**config.mk**
```make
export PLATFORM = sky130hd
export DESIGN_NAME = sd_bit_serializer_flat
export DESIGN_NICKNAME = d
export VERILOG_FILES = /design/src/rtl/sd_pkg.sv /design/src/rtl/sd_bit_serializer_if.sv /design/src/rtl/sd_down_counter.sv /design/src/rtl/sd_bit_serializer.sv /design/src/flat_wrapper.sv
export SDC_FILE = /design/constraint.sdc
export NUM_CORES = 1
export LEC_CHECK = 0
export ABC_AREA = 1
export BUFFER_PORTS_ARGS = -buffer_cell sky130_fd_sc_hd__clkbuf_2
export CORE_AREA = 5 5 60 67
export DETAILED_ROUTE_END_ITERATION = 7
export DIE_AREA = 0 0 65 72
export HOLD_SLACK_MARGIN = 0.02
export PLACE_DENSITY = 0.62
export SYNTH_ARGS = -nofsm -noshare
export SYNTH_HDL_FRONTEND = slang
export SYNTH_SLANG_ARGS = --single-unit
```
**constraint.sdc**
```tcl
create_clock -name clk -period 1.25 [get_ports clk]
set_input_delay 0.25 -clock clk [delete_from_list [all_inputs] [get_ports clk]]
set_output_delay 0.25 -clock clk [all_outputs]
set_load 0.05 [all_outputs]
```
**src/rtl/sd_pkg.sv**
```systemverilog
// Shared definitions for the SD front-end blocks.
//   sd_ser_state_t : serializer FSM state (idle, shifting data bits, idle gap bits)
//   SD_WORD_W_MAX  : widest word the serializer is meant to handle
//   SD_GAP_W       : width of the inter-word gap counter
package sd_pkg;

  typedef enum logic [1:0] {
    StIdle,
    StShift,
    StGap
  } sd_ser_state_t;

  localparam int unsigned SD_WORD_W_MAX = 32;
  localparam int unsigned SD_GAP_W      = 4;

endpackage

```
**src/rtl/sd_bit_serializer_if.sv**
```systemverilog
// Handshake and serial-output bundle of sd_bit_serializer.
//   din/din_valid/din_ready : parallel word input, valid/ready handshake
//   x/x_valid/last          : serial bit stream toward the SD detector
//   busy                    : shifter or holding buffer occupied
// Modports: slave = serializer side, master = upstream source / observer side.
interface sd_bit_serializer_if #(
  parameter int unsigned WIDTH = 8
) ();

  logic [WIDTH-1:0] din;
  logic             din_valid;
  logic             din_ready;
  logic             x;
  logic             x_valid;
  logic             last;
  logic             busy;

  modport master (
    output din,
    output din_valid,
    input  din_ready,
    input  x,
    input  x_valid,
    input  last,
    input  busy
  );

  modport slave (
    input  din,
    input  din_valid,
    output din_ready,
    output x,
    output x_valid,
    output last,
    output busy
  );

endinterface

```
**src/rtl/sd_down_counter.sv**
```systemverilog
// Loadable terminal-count counter.
//   clk, reset : clock, synchronous active-high reset (count -> 0)
//   load       : load load_val (has priority over en)
//   load_val   : value to load; it is the number of enabled cycles until done
//   en         : count down by one; holds at 0 instead of wrapping
//   done       : count has reached its terminal value (0)
module sd_down_counter #(
  parameter int unsigned W = 4
) (
  input  logic         clk,
  input  logic         reset,
  input  logic         load,
  input  logic [W-1:0] load_val,
  input  logic         en,
  output logic         done
);

  logic [W-1:0] cnt_q, cnt_d;

  always_comb begin
    cnt_d = cnt_q;
    if (load) begin
      cnt_d = load_val;
    end else if (en && (cnt_q != '0)) begin
      cnt_d = cnt_q - 1'b1;
    end
  end

  always_ff @(posedge clk) begin
    if (reset) begin
      cnt_q <= '0;
    end else begin
      cnt_q <= cnt_d;
    end
  end

  assign done = (cnt_q == '0);

endmodule

```
**src/rtl/sd_bit_serializer.sv**
```systemverilog
// Parallel-in, serial-out feeder for the SD sequence detector.
//   clk, reset : single clock, synchronous active-high reset
//   bus        : slave view of sd_bit_serializer_if
//                (din/din_valid/din_ready in, x/x_valid/last/busy out)
// A one-word holding register lets a second word be accepted while the first
// shifts, so words stream back to back. GAP idle cycles follow every word.
module sd_bit_serializer
  import sd_pkg::*;
#(
  parameter int unsigned WIDTH     = 8,
  parameter bit          MSB_FIRST = 1'b1,
  parameter int unsigned GAP       = 0
) (
  input  logic               clk,
  input  logic               reset,
  sd_bit_serializer_if.slave bus
);

  localparam int unsigned BcntW = (WIDTH > 1) ? $clog2(WIDTH) : 1;
  localparam logic [BcntW-1:0]    BcntLoad = BcntW'(WIDTH - 1);
  localparam logic [SD_GAP_W-1:0] GcntLoad = (GAP > 0) ? SD_GAP_W'(GAP - 1) : '0;

  sd_ser_state_t    state_q, state_d;
  logic [WIDTH-1:0] sh_q, sh_d;
  logic [WIDTH-1:0] hold_q, hold_d;
  logic             hold_full_q, hold_full_d;

  logic bcnt_load, bcnt_en, bcnt_done;
  logic gcnt_load, gcnt_en, gcnt_done;
  logic shifter_free, xfer;

  // bcnt counts the bits remaining after the current one; done marks the last bit.
  sd_down_counter #(
    .W (BcntW)
  ) u_bcnt (
    .clk      (clk),
    .reset    (reset),
    .load     (bcnt_load),
    .load_val (BcntLoad),
    .en       (bcnt_en),
    .done     (bcnt_done)
  );

  // gcnt counts the gap cycles remaining after the current one.
  sd_down_counter #(
    .W (SD_GAP_W)
  ) u_gcnt (
    .clk      (clk),
    .reset    (reset),
    .load     (gcnt_load),
    .load_val (GcntLoad),
    .en       (gcnt_en),
    .done     (gcnt_done)
  );

  assign bus.din_ready = !reset && !hold_full_q;
  assign xfer          = bus.din_valid && bus.din_ready;

  always_comb begin
    shifter_free = 1'b0;
    unique case (state_q)
      StIdle:  shifter_free = 1'b1;
      StShift: shifter_free = bcnt_done && (GAP == 0);
      StGap:   shifter_free = gcnt_done;
      default: shifter_free = 1'b1;
    endcase
  end

  always_comb begin
    state_d     = state_q;
    sh_d        = sh_q;
    hold_d      = hold_q;
    hold_full_d = hold_full_q;
    bcnt_load   = 1'b0;
    bcnt_en     = 1'b0;
    gcnt_load   = 1'b0;
    gcnt_en     = 1'b0;

    unique case (state_q)
      StShift: begin
        bcnt_en = 1'b1;
        sh_d    = MSB_FIRST ? (sh_q << 1) : (sh_q >> 1);
        if (bcnt_done && (GAP > 0)) begin
          state_d   = StGap;
          gcnt_load = 1'b1;
        end
      end
      StGap: begin
        gcnt_en = 1'b1;
      end
      default: ;
    endcase

    // A pending held word always wins over the input; din_ready is low then,
    // so no transfer can coincide with the hold-to-shifter move.
    if (shifter_free) begin
      if (hold_full_q) begin
        sh_d        = hold_q;
        hold_full_d = 1'b0;
        state_d     = StShift;
        bcnt_load   = 1'b1;
      end else if (xfer) begin
        sh_d      = bus.din;
        state_d   = StShift;
        bcnt_load = 1'b1;
      end else begin
        state_d = StIdle;
      end
    end else if (xfer) begin
      hold_d      = bus.din;
      hold_full_d = 1'b1;
    end
  end

  always_ff @(posedge clk) begin
    if (reset) begin
      state_q     <= StIdle;
      sh_q        <= '0;
      hold_q      <= '0;
      hold_full_q <= 1'b0;
    end else begin
      state_q     <= state_d;
      sh_q        <= sh_d;
      hold_q      <= hold_d;
      hold_full_q <= hold_full_d;
    end
  end

  // Outputs decode registered state only; no input-to-output path except din_ready.
  assign bus.x       = (state_q == StShift) ? (MSB_FIRST ? sh_q[WIDTH-1] : sh_q[0]) : 1'b0;
  assign bus.x_valid = (state_q == StShift);
  assign bus.last    = (state_q == StShift) && bcnt_done;
  assign bus.busy    = (state_q != StIdle) || hold_full_q;

endmodule
```
**src/flat_wrapper.sv**
```systemverilog
// flat-port wrapper written by rule: the top's interface ports become plain ports
module sd_bit_serializer_flat import sd_pkg::*;
#(
  parameter int unsigned WIDTH     = 8,
  parameter bit          MSB_FIRST = 1'b1,
  parameter int unsigned GAP       = 0
)
  (clk, reset, bus_din, bus_din_valid, bus_din_ready, bus_x, bus_x_valid, bus_last, bus_busy);
  sd_bit_serializer_if #(.WIDTH(WIDTH)) bus_i ();
  input  logic clk;
  input  logic reset;
  input wire logic [$bits(bus_i.din)-1:0] bus_din;
  input wire logic [$bits(bus_i.din_valid)-1:0] bus_din_valid;
  output wire logic [$bits(bus_i.din_ready)-1:0] bus_din_ready;
  output wire logic [$bits(bus_i.x)-1:0] bus_x;
  output wire logic [$bits(bus_i.x_valid)-1:0] bus_x_valid;
  output wire logic [$bits(bus_i.last)-1:0] bus_last;
  output wire logic [$bits(bus_i.busy)-1:0] bus_busy;
  assign bus_i.din = bus_din;
  assign bus_i.din_valid = bus_din_valid;
  assign bus_din_ready = bus_i.din_ready;
  assign bus_x = bus_i.x;
  assign bus_x_valid = bus_i.x_valid;
  assign bus_last = bus_i.last;
  assign bus_busy = bus_i.busy;
  sd_bit_serializer #(.WIDTH(WIDTH), .MSB_FIRST(MSB_FIRST), .GAP(GAP)) u_core (.clk(clk), .reset(reset), .bus(bus_i));
endmodule
```
==> run_results.csv <==
group,metric,value,unit
synthesis,ys_async_sr_fraction,0,
synthesis,ys_warn_count,0,
sta,worstMarginPinSlew,0.3714,ns
cts,clk_path_buf_depth,2,
worst_hold_path,hold_path_class,"primary input to register",
worst_setup_path,critPathKind,"register to output port",
status,violations,"setup timing",
worst_hold_path,hold_start,"bus_din[0]",
finish,final_layout_size_suffix_gt1_frac,0.3918,
floorplan,fp-row-count,22,
grt,first_global_vias,1014,
place,dp_hpwl,1760,µm
worst_setup_path,cp.required,1.00,ns
route,drt_wl_total,2582,µm
synthesis,synth_edf_count,0,
route,drc,0,
power_and_ir_drop,leakage,0.7240,nW
place,dp_cells,219,
place,place.gp.congestion,0.7196,
floorplan,die_y,72,µm
synthesis,netlist_instances,163,
job,drv_cap,0,
synthesis,synth_cell_types,22,
power_and_ir_drop,power.total,0.001530,W
sta,slew_headroom,0.7498,
synthesis,syn-mean-instance-area,6.694,µm²
synthesis,synth_flop_cell,"dfxtp_1",
grt,grt_pass1_wl,4512,µm
sta,setup_viol,25,
cts,numClockSinks,21,
worst_hold_path,whs_endpoint,"u_core.hold_q[0]$_SDFFE_PP0P_",
grt,grt.overflow.total,0,
floorplan,die_area,0.004680,mm²
sta,fin_crit,1.572,ns
floorplan,core_area,0.003276,mm²
cts,clock_latency,0.31,ns
worst_setup_path,crit_path_start_kind,"register",
cts,hold_buffers,0,
sta,rsz0062_at_grt,"true",
synthesis,synth-seq-area-share,0.3853,
route,ant_nets,0,
power_and_ir_drop,pwr_density_cell,979.8,mW/mm²
route,wl_per_cell,11.23,µm
cts,htreeDepth,1,
power_and_ir_drop,ir_drop,0.3629,mV
route,first_pass_iters,4,
worst_setup_path,worstPathMaxFanout,2,
grt,grt_antenna_before_repair,0,
sta,min_period_over_period,1.257,
sta,slew_viol_final,0,
worst_setup_path,rr_endpoint,"u_core.u_bcnt.cnt_q[0]$_SDFFE_PP0P_",
cts,numCtsBuffers,3,
worst_setup_path,critPathArrivalTime,1.32,ns
status,outcome,"finished, violations left",
grt,grt_max_degree,16,
synthesis,syn_area,0.001091,mm²
place,place_ws,-0.1271,ns
route,drtIter0Drc,50,
place,port_buffers,15,
worst_hold_path,holdPathStages,3,
finish,insertedDiodeCount,0,
route,viasPerCell,4.570,
floorplan,pin_count,16,
floorplan,start_util,0.3331,
cts,cts_tree,"built",
sta,hold_viol_final,0,
worst_setup_path,r2r_start,"u_core.u_bcnt.cnt_q[0]$_SDFFE_PP0P_",
finish,final_cells,230,
route,vias,1051,
synthesis,ys_ff_latch,21,
grt,grtUsageTotal,0.1226,
floorplan,die_w,65,µm
sta,fmax,636.3,MHz
synthesis,syn_nets,176,
cts,clk_pin_slew_worst_paths,0.11,ns
worst_setup_path,ff2ff_path_depth,10,
finish,finish.net_count,208,
sta,fin_ws,-0.3215,ns
sta,skew,0.005073,ns
cts,cts_root_buf,"clkbuf_4",
worst_setup_path,r2r_slack,-0.28,ns
worst_setup_path,end_kind,"output port",
worst_setup_path,crit_start,"u_core.u_bcnt.cnt_q[0]$_SDFFE_PP0P_",
finish,syn_to_final_growth,43.12,%
registers in the layout, indices dropped and copies added (netlist names):
signal               cells
u_core.u_bcnt.cnt_q      3
u_core.sh_q              8
u_core.hold_full_q       1
u_core.hold_q            8
u_core.state_q           1
power breakdown:
| group | switching, W | internal (W) |
|---|---|---|
| Sequential | 0.0000211 | 0.000713 |
| Combinational | 0.000256 | 0.000201 |
| Clock | 0.000214 | 0.000125 |
| Total | 0.000491 | 0.00104 |
per-layer routing:
layer	part of all wire	global-route usage	routed length, µm
met2	0.50	0.2000	1291
met5	0	0	0
met1	0.46	0.1589	1186
met3	0.015	0.01393	40
met4	0.024	0.06338	63
cells in the final DEF (no fill, tap or decap), drive strengths merged, types with 2 or more instances in the layout:
cell type  synthesis  layout
dfxtp             21      21
clkinvlp           0       2
nand2             32      32
inv               25      22
ha                 2       2
or2                7       7
nor2              27      27
buf                5      19
clkinv             1       2
nand3             16      16
o21ai             16      16
a21oi              9       9
clkbuf             1      18
metrics by stage:
| step | instance area, µm² | util | TNS [ns] | hold slack (ns) |
|---|---|---|---|---|
| 3_5_place_dp | 1281 | 0.3911 | -1.902 | 0.4678 |
| 6_report | 1562 | 0.4767 | -5.447 | 0.2193 |
| 2_1_floorplan | 1130 | - | 0 | 0.3094 |
| 4_1_cts | 1488 | 0.4542 | -5.213 | 0.2265 |
| 5_1_grt | 1562 | 0.4767 | -7.578 | 0.2571 |
| 3_3_place_gp | 1281 | 0.3911 | -1.155 | 0.4563 |
layout make-up:
cell class                      instances  area [µm²]
Fill cell                             332        1714
Multi-Input combinational cell        110       658.1
Sequential cell                        21       429.2
Timing Repair Buffer                   33       282.8
Inverter                               26       120.1
Tap cell                               36       45.04
Clock buffer                            4       26.28
worst max path at each step:
stage	to	cells past startpoint
final	bus_last	6
after global routing	u_core.u_bcnt.cnt_q[1]$_SDFFE_PP0P_	10
after CTS	bus_last	6
after detailed placement	u_core.hold_q[5]$_SDFFE_PP0P_	8
after global placement	u_core.hold_q[2]$_SDFFE_PP0P_	8
after floorplan	bus_last	5
logic make-up after synthesis:
group,after synthesis,share of synthesized area
and+or+nand+nor,83,0.3326
buffers and inverters,32,0.1307
AOI/OAI and AO/OA,25,0.1284
DFF,21,0.3853
adders and majority gates,2,0.02293
worst max-delay path, stage by stage (launching register included):
cell and delay (ns):
dfxtp_2 0.35, inv_2 0.05, ha_4 0.15, ha_4 0.16, nand2_4 0.06, clkinvlp_4 0.08, clkbuf_16 0.17
synthesized netlist by cell type, types with 2 or more instances:
| master | count | area share |
|---|---|---|
| dfxtp_1 | 21 | 0.39 |
| or2_1 | 7 | 0.040 |
| ha_1 | 2 | 0.023 |
| nand2_1 | 31 | 0.11 |
| nand3_1 | 16 | 0.073 |
| inv_2 | 4 | 0.014 |
| a21oi_1 | 8 | 0.037 |
| o21ai_1 | 3 | 0.014 |
| o21ai_0 | 12 | 0.055 |
| nor2_1 | 25 | 0.086 |
| buf_2 | 2 | 0.0092 |
| inv_1 | 21 | 0.072 |
| buf_6 | 2 | 0.021 |
timing repair:
| item | 4_1_cts | 5_1_grt |
|---|---|---|
| pin swaps | 12 | 8 |
| gates resized for setup | 41 | 15 |
| setup endpoints to repair | 25 | 25 |
| setup buffers | 4 | 3 |
(Power assumes the default switching activity.)
